File: src/rtl/if_stage.sv
// -----------------------------------------------------------------------------
// if_stage -- instruction-fetch stage.
//
// Owns the PC, drives the instruction-memory address and produces the IF/ID
// pipeline register consumed by the load-use hazard unit and decode.
//
// Ports
//   clk, rst           : clock (posedge) and synchronous active-high reset
//   PC_Write           : 0 holds the PC (load-use stall)
//   IFID_Write         : 0 holds the IF/ID register
//   Branch_Taken/Target: branch redirect resolved in ID
//   Jump/Jump_Target   : jump redirect resolved in ID (wins over branch)
//   imem_addr/imem_req : fetch address (= PC) and request
//   imem_rdata/ready   : instruction word, valid for imem_addr when ready=1
//   PC_out             : current PC
//   IFID_PC4/Instr/Valid : IF/ID pipeline register
//
// Optional feature (macro IF_PERF_CNT_EN):
//   perf_stall_cycles  : saturating count of stalled, non-redirect cycles
//   perf_flushes       : saturating count of redirect cycles
// -----------------------------------------------------------------------------
module if_stage #(
    parameter logic [31:0] RESET_PC  = 32'h0000_0000,
    parameter logic [31:0] NOP_INSTR = 32'h0000_0000
) (
    input  logic        clk,
    input  logic        rst,
    input  logic        PC_Write,
    input  logic        IFID_Write,
    input  logic        Branch_Taken,
    input  logic [31:0] Branch_Target,
    input  logic        Jump,
    input  logic [31:0] Jump_Target,
    output logic [31:0] imem_addr,
    output logic        imem_req,
    input  logic [31:0] imem_rdata,
    input  logic        imem_ready,
    output logic [31:0] PC_out,
    output logic [31:0] IFID_PC4,
    output logic [31:0] IFID_Instr,
    output logic        IFID_Valid
`ifdef IF_PERF_CNT_EN
    ,
    output logic [31:0] perf_stall_cycles,
    output logic [31:0] perf_flushes
`endif
);

    typedef enum logic [1:0] {
        S_BOOT  = 2'd0,
        S_FETCH = 2'd1,
        S_MISS  = 2'd2
    } state_t;

    state_t      r_state;
    logic        r_req;
    logic [31:0] r_pc;
    logic [31:0] r_ifid_pc4;
    logic [31:0] r_ifid_instr;
    logic        r_ifid_valid;

    logic        w_redirect;
    logic [31:0] w_target;
    logic [31:0] w_pc4;
    logic        w_fc;

    assign w_redirect = Jump | Branch_Taken;
    // Jump wins; targets are word-aligned regardless of what ID hands us.
    assign w_target   = (Jump ? Jump_Target : Branch_Target) & 32'hFFFF_FFFC;
    assign w_pc4      = r_pc + 32'd4;
    // A fetch only completes when the word is here, the PC may advance and
    // nothing upstream is throwing this fetch away.
    assign w_fc       = (r_state != S_BOOT) & imem_ready & PC_Write & ~w_redirect;

    // FSM + PC. imem_req is registered alongside the state it describes.
    always_ff @(posedge clk) begin
        if (rst) begin
            r_state <= S_BOOT;
            r_req   <= 1'b0;
            r_pc    <= RESET_PC;
        end else if (w_redirect) begin
            r_state <= S_FETCH;
            r_req   <= 1'b1;
            r_pc    <= w_target;
        end else begin
            case (r_state)
                S_BOOT: begin
                    r_state <= S_FETCH;
                    r_req   <= 1'b1;
                end
                S_FETCH: begin
                    if (!imem_ready) r_state <= S_MISS;
                    r_req <= 1'b1;
                end
                S_MISS: begin
                    if (imem_ready) r_state <= S_FETCH;
                    r_req <= 1'b1;
                end
                default: begin
                    r_state <= S_BOOT;
                    r_req   <= 1'b0;
                end
            endcase
            if (w_fc) r_pc <= w_pc4;
        end
    end

    // IF/ID register. A stalled PC with IFID_Write=1 inserts a bubble so the
    // held instruction is not issued twice.
    always_ff @(posedge clk) begin
        if (rst || w_redirect) begin
            r_ifid_instr <= NOP_INSTR;
            r_ifid_pc4   <= 32'd0;
            r_ifid_valid <= 1'b0;
        end else if (!IFID_Write) begin
            r_ifid_instr <= r_ifid_instr;
            r_ifid_pc4   <= r_ifid_pc4;
            r_ifid_valid <= r_ifid_valid;
        end else if (w_fc) begin
            r_ifid_instr <= imem_rdata;
            r_ifid_pc4   <= w_pc4;
            r_ifid_valid <= 1'b1;
        end else begin
            r_ifid_instr <= NOP_INSTR;
            r_ifid_pc4   <= 32'd0;
            r_ifid_valid <= 1'b0;
        end
    end

    assign imem_addr  = r_pc;
    assign PC_out     = r_pc;
    assign imem_req   = r_req;
    assign IFID_PC4   = r_ifid_pc4;
    assign IFID_Instr = r_ifid_instr;
    assign IFID_Valid = r_ifid_valid;

`ifdef IF_PERF_CNT_EN
    logic [31:0] r_perf_stall;
    logic [31:0] r_perf_flush;

    always_ff @(posedge clk) begin
        if (rst) begin
            r_perf_stall <= 32'd0;
            r_perf_flush <= 32'd0;
        end else begin
            if (!PC_Write && !w_redirect && r_perf_stall != 32'hFFFF_FFFF)
                r_perf_stall <= r_perf_stall + 32'd1;
            if (w_redirect && r_perf_flush != 32'hFFFF_FFFF)
                r_perf_flush <= r_perf_flush + 32'd1;
        end
    end

    assign perf_stall_cycles = r_perf_stall;
    assign perf_flushes      = r_perf_flush;
`endif

endmodule

File: config.mk
export PLATFORM = sky130hd
export DESIGN_NAME = if_stage
export DESIGN_NICKNAME = d
export VERILOG_FILES = /design/src/rtl/if_stage.sv
export SDC_FILE = /design/constraint.sdc
export NUM_CORES = 1
export LEC_CHECK = 0
export ABC_CLOCK_PERIOD_IN_PS = 2800
export CORE_MARGIN = 3
export CORE_UTILIZATION = 45
export CTS_BUF_LIST = sky130_fd_sc_hd__clkbuf_16
export DETAILED_ROUTE_END_ITERATION = 8
export PLACE_DENSITY = 0.87
export SLEW_MARGIN = 5
export SYNTH_ARGS = -nofsm -noshare
export SYNTH_HDL_FRONTEND = slang
export SYNTH_SLANG_ARGS = --single-unit
File: constraint.sdc
create_clock -name clk -period 2.8 [get_ports clk]
set_clock_uncertainty 0.1 [all_clocks]
set_input_delay 0.56 -clock clk [delete_from_list [all_inputs] [get_ports clk]]
set_output_delay 0.56 -clock clk [all_outputs]
set_load 0.02 [all_outputs]
Yosys cells after proc, flatten, opt, wreduce, memory -nomap -nowiden. Index checks and enable logic that the tools add are counted.

Output and inout bits: 130. Register bits after elaboration: 100. Logic and storage cells: 40.

Equality and inequality tests: 6. Reduce and logical (&&, ||, !) cells: 8. Muxes and demuxes: 12. Add/subtract/negate cells: 1. Bitwise operators: 5.

Operators by type and width (count): 2-to-1 mux 32 bit (5); adder 32 x 3 -> 32 bit, second input constant (1); inequality test 3 bit, second input constant (2); case mux 2 bit (3 select lines) (1); 2-to-1 mux 1 bit (4); 2-to-1 mux 2 bit (2); inequality test 2 bit, second input constant (2); AND reduction 2 bit (2); nonzero test 2 bit (2); bitwise AND 1 bit (3); OR reduction 3 bit (1); equality test 2 x 1 -> 1 bit, second input constant (1); equality test 2 bit, second input constant (1); logical NOT 2 bit (1); OR reduction 2 bit (1); logical OR 1 bit (1); NOT 1 bit (1); OR 1 bit (1).

Logic depth before layout (Yosys ltp). Gate-level depths: netlist of the first run.

Depth after elaboration: 6. Mapped depth: 7. Gate-level depth less buffers: 6.

Worst setup path after synthesis of the first run. OpenSTA, ideal clock, no wires.

Kind: register to register. Start point: register r_pc[2], in the netlist PC_out[2]. End point: register r_pc[22], in the netlist PC_out[22]. Required time: 2566 ps. Period minus slack after synthesis: 2005 ps. Arrival time: 1771 ps. Setup time: 134 ps. Path slack: 795 ps. Buffers on the path: 1. Cell stages (with the launch flop): 8. Cells stage by stage: dfxtp_1 ha_1 and2_1 nand4_2 buf_6 nor4_4 xnor2_1 o22ai_1.

Cells in the longest elaborated chain, start to end: 3.

RTL lines: start, declared (RTL line 57) `logic [31:0] r_pc;`; start signal, assigned (RTL line 84) `r_pc <= w_target;`; start signal, assigned (RTL line 104) `if (w_fc) r_pc <= w_pc4;`; adder 32 x 3 -> 32 bit (RTL line 70) `assign w_pc4 = r_pc + 32'd4;`; 2-to-1 mux 32 bit (RTL line 104); 2-to-1 mux 32 bit (RTL line 81) `end else if (w_redirect) begin`.

Every way passes these cells. The select of a mux whose other input is x is not followed. A chain may end at the register's enable or synchronous reset.

Final worst setup path of the first run.
Start point: register r_pc[3], in the netlist PC_out[3]. End point: register r_pc[26], in the netlist PC_out[26].

Same word-level chain as after synthesis.

==> results.json, run 1 <==
{
  "register_area_sq_um": 1922,
  "ys_seq_area_share_pct": 38.54,
  "r2r_end": "PC_out[26]$_SDFFE_PP0P_",
  "viasPerCell": 5.469,
  "die_w_um": 111.3,
  "min_from": "IFID_PC4[24]$_SDFFE_PP0P_",
  "cts_setup_buffers": 0,
  "holdBufCountCts": 0,
  "diodes": 0,
  "crit_type": "flop to flop",
  "tightest_slew_ps": 640.5,
  "tns_ps": 0,
  "synth_top_area_share_pct": 38.54,
  "synth_area_sq_um": 4986,
  "rsz0062_at_grt": "no",
  "maxSlewHeadroom_pct": 57.18,
  "hold_viol_final": 0,
  "synth_edf_count": 0,
  "dieHeight_um": 111.3,
  "maxCapViolCount": 0,
  "num-fill-cells": 838,
  "pre_cts_slack_ps": 273.6,
  "hold_depth": 2,
  "ioPinCount": 233,
  "hold_slack_ps": 346.0,
  "r2r_cells": 6,
  "grt_pass1_vias": 4976,
  "worstPathMaxFanout": 11,
  "multi_input_comb_area_sq_um": 2564,
  "yosysMostFrequentCell": "dfxtp_1",
  "start_util_pct": 47.24,
  "drv_slew": 0,
  "syn_inst": 597,
  "ys.flop_type": "dfxtp_1",
  "drive_above_1_share_pct": 8.010,
  "drt-initial-drc-count": 443,
  "gr-total-overflow": 0,
  "vias": 4977,
  "cts-htree-levels": 3,
  "ir_worst_vdd_v": 0.0002962,
  "ctsResizeCount": 0,
  "post-route-worst-setup-slack_ps": 392.8,
  "ys_warn_count": 0,
  "routed_wl_mm": 16.09,
  "final_antenna_net_count": 0,
  "hold_end": "IFID_PC4[24]$_SDFFE_PP0P_",
  "max_freq_mhz": 415.4,
  "synth_common_cells": "dfxtp_1 (96), a21oi_1 (68), nand2_1 (52)",
  "pwr_density_cell_nw_per_um2": 451.4,
  "antenna_found_initial": 0,
  "crit_path_end_kind": "flop",
  "grt_start_max_net_pins": 42,
  "postSynth.asyncResetShare_pct": 0,
  "power_uw": 3329,
  "cp.required_ps": 2910,
  "yosys.cell_types.count": 50,
  "avgSynthCellArea_sq_um": 8.352,
  "core_area_sq_um": 10560,
  "clockBufferDepth": 2,
  "fin_crit_ps": 2407,
  "dieArea_sq_um": 12380,
  "status": "finished clean",
  "critPathLaunch": "PC_out[3]$_SDFFE_PP0P_",
  "synth_seq_cells": 96,
  "synth_area_leaders": "dfxtp_1 (39%), xnor2_1 (7.4%), a21oi_1 (6.8%), buf_4 (5.7%), nand2b_1 (4.9%)",
  "reg2reg_slack_ps": 390,
  "period_share_pct": 85.97,
  "cp-start-kind": "flop",
  "cts_tree": "yes",
  "reg2reg_from": "PC_out[3]$_SDFFE_PP0P_",
  "finalNetCount": 874,
  "clkTransAtPathRegs_ps": 70,
  "finalSetupViolCount": 0,
  "synth_top_area_cell": "dfxtp_1",
  "hpwl_mm": 12.11,
  "gr-usage-all-layers_pct": 25.33,
  "numCtsBuffers": 9,
  "syn_to_final_growth_pct": 47.90,
  "rows": 37,
  "drcViolationCount": 0,
  "clkSinkCount": 96,
  "cp.arrival_ps": 2520,
  "grt_first_pass_wirelength_mm": 25.90,
  "post_drt_wl_per_cell_um": 17.68,
  "io_buffers": 222,
  "insertion_delay_ps": 340,
  "routabilityCongestion": 0.8413,
  "root_buffer": "clkbuf_16",
  "hold_class": "flop to flop",
  "firstDrtPassIters": 5,
  "p_leak_uw": 0.002408
}
==> state kept, by name, indices dropped and copies added (netlist names) <==
signal      flops
r_state         2
IFID_Valid      1
IFID_PC4       30
IFID_Instr     32
imem_req        1
PC_out         30
==> metrics by stage <==
stage,instance area [sq um],utilization [%],std cells
floorplan,5005,-,602
finish,7375,69.87,910
CTS,7375,69.87,910
global placement,7064,66.93,895
detailed placement,7064,66.93,895
global route,7375,69.87,910
==> metal layers <==
metal  wire [um]  global-route usage [%]
met5           0                       0
met4         379                   8.435
met3        1129                   3.876
met2        8000                   44.07
met1        6576                   31.94
==> cell families (layout without fill, tap and decap cells) <==
family / Yosys count / count (layout) / synth area share [%]
buf+inv: 94 / 266 / 10.54
xor+xnor: 47 / 47 / 8.256
compound gates: 140 / 140 / 15.99
other cells: 1 / 6 / 0.07521
simple gates: 215 / 215 / 25.75
mux: 2 / 2 / 0.4015
flops: 96 / 96 / 38.54
fa+ha+maj: 2 / 2 / 0.4517
==> power by group <==
group	switching [uW]	total [uW]	internal [uW]
registers	64.4	1460	1400
clock network	516	1290	775
logic	263	575	312
total	844	3330	2490
==> area by class of cell <==
class | instances | share of cell area, %
Multi-Input combinational cell | 412 | 34.76
Clock buffer | 9 | 3.054
Clock inverter | 6 | 1.154
Tap cell | 136 | 2.307
Inverter | 9 | 0.4581
Timing Repair Buffer | 242 | 32.20
Sequential cell | 96 | 26.06
==> worst max-delay path by stage <==
stage | end | cells past startpoint
after floorplan | PC_out[22]$_SDFFE_PP0P_ | 7
after global placement | PC_out[25]$_SDFFE_PP0P_ | 7
after detailed placement | PC_out[25]$_SDFFE_PP0P_ | 7
after CTS | PC_out[26]$_SDFFE_PP0P_ | 6
after global routing | PC_out[26]$_SDFFE_PP0P_ | 6
final | PC_out[26]$_SDFFE_PP0P_ | 6
==> layout by cell type (no fill, tap or decap), types with 6 or more instances in the layout <==
master and instances:
clkdlybuf4s50_1 220, nand2_1 52, nor3_1 8, o21ai_1 9
conb_1 6, a21oi_1 68, nor4_2 8, o21ai_0 15
nor2_1 13, buf_4 19, dfxtp_1 96, inv_1 9
o22ai_1 25, nor3_2 7, clkbuf_16 9, nand3b_1 10
a22oi_1 12, nand3_1 45, nand2b_1 39, xnor2_1 42
==> worst max-delay path, stage by stage (launching register included) <==
cell and delay (ps):
dfxtp_1 440, ha_1 270, and2_1 260, nand4_2 430
nor4_2 450, xnor2_1 210, o22ai_1 110
(Power assumes the default switching activity.)
==> run 2, diff against run 1 <==
- PLACE_DENSITY: 0.87 -> 0.95
==> results.json, run 2 (synthesis results as in run 1) <==
{
  "drt-initial-drc-count": 356,
  "drive_above_1_share_pct": 7.542,
  "pwr_density_cell_nw_per_um2": 464.0,
  "core_area_sq_um": 10560,
  "tightest_slew_ps": 655.1,
  "ctsResizeCount": 0,
  "vias": 5043,
  "drcViolationCount": 0,
  "diodes": 0,
  "gr-total-overflow": 0,
  "cp-start-kind": "flop",
  "crit_path_end_kind": "flop",
  "layout_commonest_cell": "clkdlybuf4s50_1",
  "viasPerCell": 5.572,
  "hold_viol_final": 0,
  "cts_tree": "yes",
  "status": "finished clean",
  "rows": 37,
  "ir_worst_vdd_v": 0.0002701,
  "die_w_um": 111.3,
  "maxSlewHeadroom_pct": 56.20,
  "root_buffer": "clkbuf_16",
  "dieArea_sq_um": 12380,
  "io_buffers": 222,
  "fin_crit_ps": 2412,
  "cts-htree-levels": 3,
  "placed_cell_area_sq_um": 7047,
  "firstDrtPassIters": 5,
  "final_antenna_net_count": 0,
  "numCtsBuffers": 9,
  "rsz0062_at_grt": "no",
  "hold_class": "flop to flop",
  "fin_area_sq_um": 7378,
  "grt_start_max_net_pins": 72,
  "highest-signal-layer": "met4",
  "worstPathMaxFanout": 11,
  "routabilityCongestion": 0.8359,
  "m1WireLength_mm": 6.407,
  "finalSetupViolCount": 0,
  "ioPinCount": 233,
  "tns_ps": 0,
  "cp.required_ps": 2900,
  "clkSinkCount": 96,
  "largest_reg_flops": 32,
  "drv_slew": 0,
  "routed_wl_mm": 16.49,
  "wl_met3_mm": 1.061,
  "max_freq_mhz": 414.5,
  "antenna_found_initial": 0,
  "gr-usage-all-layers_pct": 25.60,
  "hpwl_mm": 12.17,
  "p_leak_uw": 0.002406,
  "period_share_pct": 86.16,
  "crit_type": "flop to flop",
  "holdBufCountCts": 0,
  "cp.arrival_ps": 2510,
  "clockBufferDepth": 2,
  "clkTransAtPathRegs_ps": 70,
  "grt_pass1_vias": 5141,
  "post_drt_wl_per_cell_um": 18.22,
  "num-fill-cells": 822,
  "final_cell_mix": "clkdlybuf4s50_1 (220), dfxtp_1 (96), a21oi_1 (68)",
  "start_util_pct": 47.24,
  "post-route-worst-setup-slack_ps": 387.6,
  "pre_cts_slack_ps": 277.6,
  "maxCapViolCount": 0,
  "finalNetCount": 870,
  "syn_to_final_growth_pct": 47.98,
  "insertion_delay_ps": 330,
  "grt_first_pass_wirelength_mm": 26.09,
  "dieHeight_um": 111.3,
  "wl_met2_mm": 8.513,
  "cts_setup_buffers": 0
}
[run 2: cell count changes in the layout (fill, tap and decap cells not counted)]
cell,change
clkinv_4,-1
buf_12,+1
clkinv_2,-1
clkinv_1,-1
buf_4,-5
bufinv_16,+1
inv_6,+1
[run 2: cell type report]
type | instances | area, sq um | share of cell area (%)
inverter | 9 | 33.78 | 0.4579
multi-input combinational | 412 | 2564 | 34.75
clock inverter | 5 | 106.4 | 1.441
timing repair buffer | 238 | 2357 | 31.95
tap | 136 | 170.2 | 2.306
sequential | 96 | 1922 | 26.05
clock buffer | 9 | 225.2 | 3.052
[run 2: stage by stage]
| stage | std cells | total power [uW] | hold slack (ps) | util, % |
|---|---|---|---|---|
| 4_1_cts | 905 | 3426 | 357.9 | 69.90 |
| 3_5_place_dp | 891 | 2066 | 348.0 | 66.76 |
| 6_report | 905 | 3424 | 355.5 | 69.90 |
| 3_3_place_gp | 891 | 2051 | 335.1 | 66.76 |
| 2_1_floorplan | 602 | 1784 | 377.2 | - |
| 5_1_grt | 905 | 3533 | 376.6 | 69.90 |
[run 2: path summary, 6_finish.rpt]
path	start	end	slack (ps)	cells past startpoint
setup reg to reg	PC_out[2]$_SDFFE_PP0P_	PC_out[22]$_SDFFE_PP0P_	390	6
hold / removal	IFID_PC4[24]$_SDFFE_PP0P_	IFID_PC4[24]$_SDFFE_PP0P_	360	2
hold reg to reg	IFID_PC4[24]$_SDFFE_PP0P_	IFID_PC4[24]$_SDFFE_PP0P_	360	2
setup / recovery	PC_out[2]$_SDFFE_PP0P_	PC_out[22]$_SDFFE_PP0P_	390	6
[run 2: report_power, final]
group          internal, uW  leakage (uW)  switching, uW
clock                   867      0.000158            515
sequential             1400      0.000781           64.0
combinational           311       0.00147            268
total                  2580       0.00241            847
[run 2: worst max-delay path: stages (launching register included)]
cell	delay [ps]
dfxtp_1	450
ha_1	260
and2_1	280
nand4_2	460
nor4_4	430
xnor2_1	190
o22ai_1	110
[run 2: per-layer routing]
layer	track usage (%)	vias to the layer above
met5	0	-
met4	10.54	0
met3	4.367	41
met2	45.20	257
met1	30.61	2378
li1	-	2367
